==> src/rtl/decode_if.sv <==
// Fetch-to-decode and decode-to-execute bundle signals for the three-slot decode stage.
interface decode_if;
    logic         flush;
    logic [3:0]   f2d_instpipe1, f2d_instpipe2, f2d_instpipe3;
    logic [3:0]   f2d_src1pipe1, f2d_src1pipe2, f2d_src1pipe3;
    logic [3:0]   f2d_src2pipe1, f2d_src2pipe2, f2d_src2pipe3;
    logic [3:0]   f2d_destpipe1, f2d_destpipe2, f2d_destpipe3;
    logic [191:0] f2d_data;
    logic         stall;
    logic [3:0]   d2e_instpipe1, d2e_instpipe2, d2e_instpipe3;
    logic [3:0]   d2e_src1pipe1, d2e_src1pipe2, d2e_src1pipe3;
    logic [3:0]   d2e_src2pipe1, d2e_src2pipe2, d2e_src2pipe3;
    logic [3:0]   d2e_destpipe1, d2e_destpipe2, d2e_destpipe3;
    logic [191:0] d2e_data;
    logic         d_waw;

    modport master (
        output flush,
        output f2d_instpipe1, f2d_instpipe2, f2d_instpipe3,
        output f2d_src1pipe1, f2d_src1pipe2, f2d_src1pipe3,
        output f2d_src2pipe1, f2d_src2pipe2, f2d_src2pipe3,
        output f2d_destpipe1, f2d_destpipe2, f2d_destpipe3,
        output f2d_data,
        input  stall,
        input  d2e_instpipe1, d2e_instpipe2, d2e_instpipe3,
        input  d2e_src1pipe1, d2e_src1pipe2, d2e_src1pipe3,
        input  d2e_src2pipe1, d2e_src2pipe2, d2e_src2pipe3,
        input  d2e_destpipe1, d2e_destpipe2, d2e_destpipe3,
        input  d2e_data,
        input  d_waw
    );

    modport slave (
        input  flush,
        input  f2d_instpipe1, f2d_instpipe2, f2d_instpipe3,
        input  f2d_src1pipe1, f2d_src1pipe2, f2d_src1pipe3,
        input  f2d_src2pipe1, f2d_src2pipe2, f2d_src2pipe3,
        input  f2d_destpipe1, f2d_destpipe2, f2d_destpipe3,
        input  f2d_data,
        output stall,
        output d2e_instpipe1, d2e_instpipe2, d2e_instpipe3,
        output d2e_src1pipe1, d2e_src1pipe2, d2e_src1pipe3,
        output d2e_src2pipe1, d2e_src2pipe2, d2e_src2pipe3,
        output d2e_destpipe1, d2e_destpipe2, d2e_destpipe3,
        output d2e_data,
        output d_waw
    );
endinterface

==> src/rtl/decode.sv <==
// Three-slot decode stage with a per-register busy-counter scoreboard and RAW stall.
// Optional macro DECODE_BYPASS_EN: execute forwarding present, destinations busy for WB_LAT-1 cycles.
module decode #(
    parameter int unsigned WB_LAT = 3
) (
    input  logic     clock,
    input  logic     reset,
    decode_if.slave  bus
);

    localparam int unsigned NSLOT = 3;
    localparam int unsigned NREG  = 16;
    localparam int unsigned RW    = 4;
    localparam int unsigned CW    = 2;
    localparam int unsigned DW    = 192;
    localparam logic [RW-1:0] OP_NOP  = 4'b0000;
    localparam logic [RW-1:0] OP_LOAD = 4'b0100;

`ifdef DECODE_BYPASS_EN
    localparam logic [CW-1:0] SET_VAL = CW'(WB_LAT - 1);
`else
    localparam logic [CW-1:0] SET_VAL = CW'(WB_LAT);
`endif

    logic [RW-1:0] inst [NSLOT];
    logic [RW-1:0] src1 [NSLOT];
    logic [RW-1:0] src2 [NSLOT];
    logic [RW-1:0] dest [NSLOT];

    logic [RW-1:0] q_inst [NSLOT];
    logic [RW-1:0] q_src1 [NSLOT];
    logic [RW-1:0] q_src2 [NSLOT];
    logic [RW-1:0] q_dest [NSLOT];
    logic [DW-1:0] q_data;
    logic          q_waw;

    logic [CW-1:0] cnt     [NREG];
    logic [CW-1:0] cnt_nxt [NREG];

    logic [NSLOT-1:0] active;
    logic [NREG-1:0]  set_mask;
    logic             hazard;
    logic             issue;
    logic             waw_hit;
    logic             has_load;

    assign inst[0] = bus.f2d_instpipe1;
    assign inst[1] = bus.f2d_instpipe2;
    assign inst[2] = bus.f2d_instpipe3;
    assign src1[0] = bus.f2d_src1pipe1;
    assign src1[1] = bus.f2d_src1pipe2;
    assign src1[2] = bus.f2d_src1pipe3;
    assign src2[0] = bus.f2d_src2pipe1;
    assign src2[1] = bus.f2d_src2pipe2;
    assign src2[2] = bus.f2d_src2pipe3;
    assign dest[0] = bus.f2d_destpipe1;
    assign dest[1] = bus.f2d_destpipe2;
    assign dest[2] = bus.f2d_destpipe3;

    // Hazard check reads the pre-bundle scoreboard, so intra-bundle producers never stall consumers.
    always_comb begin
        active   = '0;
        hazard   = 1'b0;
        waw_hit  = 1'b0;
        has_load = 1'b0;
        set_mask = '0;
        for (int i = 0; i < NSLOT; i++) begin
            active[i] = (inst[i] != OP_NOP);
            if (inst[i] == OP_LOAD) has_load = 1'b1;
        end
        for (int i = 0; i < NSLOT; i++) begin
            if (active[i] && ((cnt[src1[i]] != '0) || (cnt[src2[i]] != '0))) hazard = 1'b1;
            if (active[i] && (dest[i] != '0)) set_mask[dest[i]] = 1'b1;
            for (int j = i + 1; j < NSLOT; j++) begin
                if (active[i] && active[j] && (dest[i] != '0) && (dest[i] == dest[j])) waw_hit = 1'b1;
            end
        end
    end

    assign bus.stall = ~bus.flush & hazard;
    assign issue     = ~bus.flush & ~hazard;

    // Issue-time set wins over the per-cycle decrement; flush wipes everything.
    always_comb begin
        for (int r = 0; r < NREG; r++) begin
            cnt_nxt[r] = '0;
            if (bus.flush) begin
                cnt_nxt[r] = '0;
            end else if (issue && set_mask[r]) begin
                cnt_nxt[r] = SET_VAL;
            end else if (cnt[r] != '0) begin
                cnt_nxt[r] = cnt[r] - CW'(1);
            end
        end
    end

    always_ff @(posedge clock or posedge reset) begin
        if (reset) begin
            for (int r = 0; r < NREG; r++) cnt[r] <= '0;
            for (int i = 0; i < NSLOT; i++) begin
                q_inst[i] <= '0;
                q_src1[i] <= '0;
                q_src2[i] <= '0;
                q_dest[i] <= '0;
            end
            q_data <= '0;
            q_waw  <= 1'b0;
        end else begin
            for (int r = 0; r < NREG; r++) cnt[r] <= cnt_nxt[r];
            for (int i = 0; i < NSLOT; i++) begin
                q_inst[i] <= issue ? inst[i] : '0;
                q_src1[i] <= issue ? src1[i] : '0;
                q_src2[i] <= issue ? src2[i] : '0;
                q_dest[i] <= issue ? dest[i] : '0;
            end
            q_data <= (issue && has_load) ? bus.f2d_data : '0;
            q_waw  <= issue & waw_hit;
        end
    end

    assign bus.d2e_instpipe1 = q_inst[0];
    assign bus.d2e_instpipe2 = q_inst[1];
    assign bus.d2e_instpipe3 = q_inst[2];
    assign bus.d2e_src1pipe1 = q_src1[0];
    assign bus.d2e_src1pipe2 = q_src1[1];
    assign bus.d2e_src1pipe3 = q_src1[2];
    assign bus.d2e_src2pipe1 = q_src2[0];
    assign bus.d2e_src2pipe2 = q_src2[1];
    assign bus.d2e_src2pipe3 = q_src2[2];
    assign bus.d2e_destpipe1 = q_dest[0];
    assign bus.d2e_destpipe2 = q_dest[1];
    assign bus.d2e_destpipe3 = q_dest[2];
    assign bus.d2e_data      = q_data;
    assign bus.d_waw         = q_waw;

endmodule

==> src/flat_wrapper.sv <==
// flat-port wrapper written by rule: the top's interface ports become plain ports
module decode_flat 
#(
    parameter int unsigned WB_LAT = 3
)
  (clock, reset, bus_flush, bus_f2d_instpipe1, bus_f2d_instpipe2, bus_f2d_instpipe3, bus_f2d_src1pipe1, bus_f2d_src1pipe2, bus_f2d_src1pipe3, bus_f2d_src2pipe1, bus_f2d_src2pipe2, bus_f2d_src2pipe3, bus_f2d_destpipe1, bus_f2d_destpipe2, bus_f2d_destpipe3, bus_f2d_data, bus_stall, bus_d2e_instpipe1, bus_d2e_instpipe2, bus_d2e_instpipe3, bus_d2e_src1pipe1, bus_d2e_src1pipe2, bus_d2e_src1pipe3, bus_d2e_src2pipe1, bus_d2e_src2pipe2, bus_d2e_src2pipe3, bus_d2e_destpipe1, bus_d2e_destpipe2, bus_d2e_destpipe3, bus_d2e_data, bus_d_waw);
  decode_if bus_i ();
  input  logic clock;
  input  logic reset;
  input wire logic [$bits(bus_i.flush)-1:0] bus_flush;
  input wire logic [$bits(bus_i.f2d_instpipe1)-1:0] bus_f2d_instpipe1;
  input wire logic [$bits(bus_i.f2d_instpipe2)-1:0] bus_f2d_instpipe2;
  input wire logic [$bits(bus_i.f2d_instpipe3)-1:0] bus_f2d_instpipe3;
  input wire logic [$bits(bus_i.f2d_src1pipe1)-1:0] bus_f2d_src1pipe1;
  input wire logic [$bits(bus_i.f2d_src1pipe2)-1:0] bus_f2d_src1pipe2;
  input wire logic [$bits(bus_i.f2d_src1pipe3)-1:0] bus_f2d_src1pipe3;
  input wire logic [$bits(bus_i.f2d_src2pipe1)-1:0] bus_f2d_src2pipe1;
  input wire logic [$bits(bus_i.f2d_src2pipe2)-1:0] bus_f2d_src2pipe2;
  input wire logic [$bits(bus_i.f2d_src2pipe3)-1:0] bus_f2d_src2pipe3;
  input wire logic [$bits(bus_i.f2d_destpipe1)-1:0] bus_f2d_destpipe1;
  input wire logic [$bits(bus_i.f2d_destpipe2)-1:0] bus_f2d_destpipe2;
  input wire logic [$bits(bus_i.f2d_destpipe3)-1:0] bus_f2d_destpipe3;
  input wire logic [$bits(bus_i.f2d_data)-1:0] bus_f2d_data;
  output wire logic [$bits(bus_i.stall)-1:0] bus_stall;
  output wire logic [$bits(bus_i.d2e_instpipe1)-1:0] bus_d2e_instpipe1;
  output wire logic [$bits(bus_i.d2e_instpipe2)-1:0] bus_d2e_instpipe2;
  output wire logic [$bits(bus_i.d2e_instpipe3)-1:0] bus_d2e_instpipe3;
  output wire logic [$bits(bus_i.d2e_src1pipe1)-1:0] bus_d2e_src1pipe1;
  output wire logic [$bits(bus_i.d2e_src1pipe2)-1:0] bus_d2e_src1pipe2;
  output wire logic [$bits(bus_i.d2e_src1pipe3)-1:0] bus_d2e_src1pipe3;
  output wire logic [$bits(bus_i.d2e_src2pipe1)-1:0] bus_d2e_src2pipe1;
  output wire logic [$bits(bus_i.d2e_src2pipe2)-1:0] bus_d2e_src2pipe2;
  output wire logic [$bits(bus_i.d2e_src2pipe3)-1:0] bus_d2e_src2pipe3;
  output wire logic [$bits(bus_i.d2e_destpipe1)-1:0] bus_d2e_destpipe1;
  output wire logic [$bits(bus_i.d2e_destpipe2)-1:0] bus_d2e_destpipe2;
  output wire logic [$bits(bus_i.d2e_destpipe3)-1:0] bus_d2e_destpipe3;
  output wire logic [$bits(bus_i.d2e_data)-1:0] bus_d2e_data;
  output wire logic [$bits(bus_i.d_waw)-1:0] bus_d_waw;
  assign bus_i.flush = bus_flush;
  assign bus_i.f2d_instpipe1 = bus_f2d_instpipe1;
  assign bus_i.f2d_instpipe2 = bus_f2d_instpipe2;
  assign bus_i.f2d_instpipe3 = bus_f2d_instpipe3;
  assign bus_i.f2d_src1pipe1 = bus_f2d_src1pipe1;
  assign bus_i.f2d_src1pipe2 = bus_f2d_src1pipe2;
  assign bus_i.f2d_src1pipe3 = bus_f2d_src1pipe3;
  assign bus_i.f2d_src2pipe1 = bus_f2d_src2pipe1;
  assign bus_i.f2d_src2pipe2 = bus_f2d_src2pipe2;
  assign bus_i.f2d_src2pipe3 = bus_f2d_src2pipe3;
  assign bus_i.f2d_destpipe1 = bus_f2d_destpipe1;
  assign bus_i.f2d_destpipe2 = bus_f2d_destpipe2;
  assign bus_i.f2d_destpipe3 = bus_f2d_destpipe3;
  assign bus_i.f2d_data = bus_f2d_data;
  assign bus_stall = bus_i.stall;
  assign bus_d2e_instpipe1 = bus_i.d2e_instpipe1;
  assign bus_d2e_instpipe2 = bus_i.d2e_instpipe2;
  assign bus_d2e_instpipe3 = bus_i.d2e_instpipe3;
  assign bus_d2e_src1pipe1 = bus_i.d2e_src1pipe1;
  assign bus_d2e_src1pipe2 = bus_i.d2e_src1pipe2;
  assign bus_d2e_src1pipe3 = bus_i.d2e_src1pipe3;
  assign bus_d2e_src2pipe1 = bus_i.d2e_src2pipe1;
  assign bus_d2e_src2pipe2 = bus_i.d2e_src2pipe2;
  assign bus_d2e_src2pipe3 = bus_i.d2e_src2pipe3;
  assign bus_d2e_destpipe1 = bus_i.d2e_destpipe1;
  assign bus_d2e_destpipe2 = bus_i.d2e_destpipe2;
  assign bus_d2e_destpipe3 = bus_i.d2e_destpipe3;
  assign bus_d2e_data = bus_i.d2e_data;
  assign bus_d_waw = bus_i.d_waw;
  decode #(.WB_LAT(WB_LAT)) u_core (.clock(clock), .reset(reset), .bus(bus_i));
endmodule
==> config.mk <==
export PLATFORM = sky130hd
export DESIGN_NAME = decode_flat
export DESIGN_NICKNAME = d
export VERILOG_FILES = /design/src/rtl/decode_if.sv /design/src/rtl/decode.sv /design/src/flat_wrapper.sv
export SDC_FILE = /design/constraint.sdc
export NUM_CORES = 1
export LEC_CHECK = 0
export ABC_AREA = 1
export CAP_MARGIN = 20
export CORE_AREA = 2 2 187 189
export CTS_BUF_LIST = sky130_fd_sc_hd__clkbuf_8
export CTS_CLUSTER_SIZE = 16
export DETAILED_ROUTE_END_ITERATION = 7
export DIE_AREA = 0 0 189 191
export PLACE_DENSITY = 0.68
export SYNTH_ARGS = -nofsm -noshare
export SYNTH_HDL_FRONTEND = slang
export SYNTH_SLANG_ARGS = --single-unit
==> constraint.sdc <==
create_clock -name clock -period 15.44 [get_ports clock]
set_input_delay 3.86 -clock clock [delete_from_list [all_inputs] [get_ports clock]]
set_output_delay 3.86 -clock clock [all_outputs]
set_load 0.01 [all_outputs]
# Word level (Yosys, flattened, before mapping)
# Cells that the tools add are included.
word_totals:
  wordCells: 240
  out_inout_bits: 242
  reg_bits: 273
  input_bits: 243
op_classes:
  reduce_logical: 66
  n_mux: 97
  bitwise_logic: 13
  n_addsub: 16
  n_lt_le_gt_ge: 12
  n_eq_ne: 6
ops:
  columns: ["op", "n"]
  rows:
  - ["2-to-1 mux 192 bit", 1]
  - ["2-to-1 mux 2 bit", 60]
  - ["binary-select mux 2 bit (select 4 bit)", 6]
  - ["2-to-1 mux 16 bit", 3]
  - ["2-to-1 mux 4 bit", 12]
  - ["nonzero test 2 bit", 22]
  - ["logical AND 1 bit", 35]
  - ["OR 16 bit", 2]
  - ["subtractor 2 x 1 -> 2 bit (second input constant)", 16]
  - ["greater-or-equal comparator 5 bit (second input constant)", 6]
  - ["inverter 4 -> 5 bit", 6]
  - ["nonzero test 4 bit", 6]
  - ["< comparator 4 x 5 -> 1 bit (second input constant)", 3]
  - ["demux 1 bit (select 4 bit)", 3]
  - ["equality test 4 x 3 -> 1 bit (second input constant)", 3]
  - ["equality test 4 bit", 3]
  - ["greater-or-equal comparator 4 x 1 -> 1 bit (second input constant)", 3]
  - ["2-to-1 mux 1 bit", 12]
  - ["bitwise AND 1 bit", 3]
  - ["logical OR 1 bit", 3]
  - ["inverter 1 bit", 2]

# Depth between registers and ports, before layout
depth:
  depth_word: 15
  depth_mapped: 16
  mapped_depth_nobuf: 13

# Least setup slack after synthesis
# No wires, ideal clock.
synth_timing:
  kind: "input -> output"
  start: "input port bus_f2d_src2pipe1[0]"
  end: "output port bus_stall"
  arrival_time_ns: 4.935
  n_path_buf: 1
  path_slack_ns: 6.645
  path_stages: 10
  required_ns: 11.580
  cell_sequence: "buf_2 > inv_2 > o21ai_0 > o21ai_0 > nand2_1 > nand2_1 > nand2_1 > a21boi_4 > o21ai_0 > inv_1"
synth_between:
  elab_chain_cells: 11
synth_lines:
  columns: ["item", "line_no", "rtl"]
  rows:
  - ["start, declared", "flat_wrapper.sv:17", "input wire logic [$bits(bus_i.f2d_src2pipe1)-1:0] bus_f2d_src2pipe1;"]
  - ["inverter 4 -> 5 bit (not written as such)", "decode.sv:72", "if (active[i] && ((cnt[src1[i]] != '0) || (cnt[src2[i]] != '0))) hazard = 1'b1;"]
  - ["binary-select mux 2 bit (select 4 bit)", "decode.sv:72", null]
  - ["2-to-1 mux 2 bit (not written as such) (2 in series)", "decode.sv:72", null]
  - ["nonzero test 2 bit", "decode.sv:72", null]
  - ["logical OR 1 bit", "decode.sv:72", null]
  - ["logical AND 1 bit", "decode.sv:72", null]
  - ["2-to-1 mux 1 bit (3 in series)", "decode.sv:72", null]
  - ["bitwise AND 1 bit", "decode.sv:80", "assign bus.stall = ~bus.flush & hazard;"]
  - ["end, declared", "flat_wrapper.sv:24", "output wire logic [$bits(bus_i.stall)-1:0] bus_stall;"]
# Every way passes these cells. The select of a mux whose other input is x is not followed.

# Final worst setup path
layout_timing:
  start: "input port bus_f2d_src1pipe1[0]"
  end: "output port bus_stall"
layout_between:
  elab_chain_cells: 11
layout_lines:
  columns: ["item", "line_no", "rtl"]
  rows:
  - ["start, declared", "flat_wrapper.sv:14", "input wire logic [$bits(bus_i.f2d_src1pipe1)-1:0] bus_f2d_src1pipe1;"]
  - ["inverter 4 -> 5 bit (not written as such)", "decode.sv:72", null]
  - ["binary-select mux 2 bit (select 4 bit)", "decode.sv:72", null]
  - ["2-to-1 mux 2 bit (not written as such) (2 in series)", "decode.sv:72", null]
  - ["nonzero test 2 bit", "decode.sv:72", null]
  - ["logical OR 1 bit", "decode.sv:72", null]
  - ["logical AND 1 bit", "decode.sv:72", null]
  - ["2-to-1 mux 1 bit (3 in series)", "decode.sv:72", null]
  - ["bitwise AND 1 bit", "decode.sv:80", null]
# Every way passes these cells. The select of a mux whose other input is x is not followed.

==> flow_summary.yaml <==
cts:
  cts_buffers: 48
  cts_setup_buffers: 0
  cts_tree: "done"
  postCtsHoldBufs: 0
  numClockSinks: 273
  cts_resized: 0
  path_clk_slew_ns: 0.05
  cts-root-buf: "clkbuf_8"
  cts_max_path_buffers: 3
  ctsHtreeMaxLevel: 2
  clk_latency_ns: 0.58
synthesis:
  ys_async_sr_fraction: 1.00
  ys.flop_type: "dfrtp_1"
  synth-edff-count: 0
  synthTopCellsByArea: "dfrtp_1, inv_1, nor2_4, nand2_1, nor2_2"
  synth_nets: 1489
  syn_area_per_cell_um2: 9.65
  yosysTopAreaCellShare: 0.568
  ys.warnings.count: 0
  synth-seq-cells: 273
  yosysMostFrequentCell: "dfrtp_1"
  syn_area_um2: 12000
  synth_common_cells: "dfrtp_1, inv_1, nand2_1"
  yosysUniqueCellTypes: 34
  yosysTopAreaCell: "dfrtp_1"
  yosysSeqAreaShare: 0.568
  synthCells: 1246
final_layout:
  fin_nets: 1983
  largest_reg_flops: 192
  drive_above_1_share: 0.158
  design_area_um2: 18000
  syn_to_final_growth_pct: 50.1
  post-route-util: 0.529
setup_path:
  cp.arrival_ns: 6.21
  timing.rr.start: "u_core.cnt[17]"
  path_max_fanout: 15
  cp_data_required_time_ns: 11.58
  cp-start-kind: "input pin"
  critPathLaunch: "bus_f2d_src1pipe1[0]"
  endpoint_kind: "primary output"
  path_class: "in -> out"
place:
  place_area_um2: 17100
  post-dp-hpwl_um: 30900
  port_buffers: 484
  place.gp.congestion: 0.957
  pre_cts_ws_ns: 5.40
sta:
  hold_violations: 0
  rsz0062_at_grt: "false"
  fin_ws_ns: 5.37
  finalClockSkew_ns: 0.0273
  fin_tns_setup_ns: 0
  tightestPinTransition_ns: 0.987
  final.min_clock_period_ns: 10.07
  slew_violations: 0
  clock.fmax_mhz: 99.3
  min_period_over_period: 0.652
  slew_headroom: 0.342
  final-setup-viol-count: 0
detailed_routing:
  drtIter0Drc: 570
  ant_nets: 0
  post_drt_wl_per_cell_um: 17.9
  routed_wl_um: 39900
  vias_per_cell: 4.35
  drc: 0
  vias: 9714
  drt-pass1-iter-count: 5
power:
  p_total_w: 0.00156
  peakVddDrop_uv: 67.1
  pwr_density_cell_nw_per_um2: 86.3
  leakage_nw: 9.06
global_routing:
  gr-total-overflow: 0
  grt_pass1_vias: 9775
  grt_max_degree: 131
  antenna_found_initial: 14
  grt_pass1_wl_um: 59500
  grt_usage: 0.218
status:
  status: "complete, no violations"
die:
  rows: 68
  dieArea_um2: 36100
  die-width_um: 189
  ios: 485
  start_util: 0.352
  fp.dieH_um: 191
  fp.coreArea_um2: 34100
worst_hold_path:
  hold_start: "u_core.cnt[30]"
  hp-class: "reg -> reg"
job:
  drv_cap: 0
## path summary, 6_finish.rpt
kind                                                 end  cells past startpoint  slack [ns]
worst max-delay path                           bus_stall                     12        5.37
worst min-delay path                      u_core.cnt[30]                      1        0.51
worst max register to register  u_core.bus.d2e_data[191]                     15       11.59
worst min register to register            u_core.cnt[30]                      1        0.51
max in group asynchronous        u_core.bus.d2e_data[53]                      4        9.14
min in group asynchronous        u_core.bus.d2e_data[42]                      2        3.88
## where the power goes
| part | internal (W) | switching, W |
|---|---|---|
| combinational | 0.0000837 | 0.0000894 |
| sequential | 0.000722 | 0.00000258 |
| clock | 0.000363 | 0.000296 |
| total | 0.00117 | 0.000388 |
## per-layer routing
layer  global-route usage  routed length, um  part of all wire
met5                    0                125            0.0031
met4               0.0895               1470             0.037
met2                0.351              19100              0.48
met3               0.0681               3210             0.080
met1                0.271              16100              0.40
## kinds of logic (layout without fill, tap and decap cells)
family | after synthesis | in the layout | share of synthesized area
AO/OA/AOI/OAI | 45 | 45 | 0.0227
XOR/XNOR | 11 | 11 | 0.00802
buffers and inverters | 318 | 845 | 0.121
flip-flops | 273 | 273 | 0.568
other | 0 | 5 | 0
AND/OR/NAND/NOR | 599 | 599 | 0.280
## metrics by stage
step           hold slack [ns]  cells
2_1_floorplan            0.463   1246
3_3_place_gp             0.500   2145
3_5_place_dp             0.507   2145
4_1_cts                  0.514   2228
5_1_grt                  0.541   2231
6_report                 0.506   2233
## worst max-delay path, cell delays in order
cell	delay, ns
clkdlybuf4s50_1	0.75
inv_1	0.13
nor2_1	0.12
o21ai_1	0.07
nand3_1	0.07
nand2_1	0.07
nand2_1	0.05
nand2_1	0.08
a21boi_4	0.21
o21ai_0	0.14
inv_1	0.10
clkdlybuf4s50_1	0.53
## cell type report
type	count	area (um^2)
clock inverter	20	93.8
fill	3110	16100
tap	455	569
clock buffer	63	867
timing repair buffer	491	4900
multi-input combinational	655	3740
antenna	5	12.5
sequential	273	6830
inverter	271	1030
## placed cells by master (no fill, tap or decap), types with 2 or more instances in the layout
master,netlist,routed
nor3_1,8,8
o21ai_1,11,11
nand2_1,174,174
nand3_1,115,115
buf_4,3,7
nand2_2,2,2
inv_1,264,273
clkdlybuf4s50_1,0,484
o21ai_0,15,15
nor2_4,84,84
clkbuf_8,0,63
xnor2_1,2,2
dfrtp_1,273,273
inv_2,4,4
nor2_1,99,99
nor2_2,104,104
xor2_1,9,9
a21oi_1,6,6
nand3b_1,9,9
diode_2,0,5
clkinv_2,2,10
o211ai_1,9,9
Power figures use the tool's default switching activity.
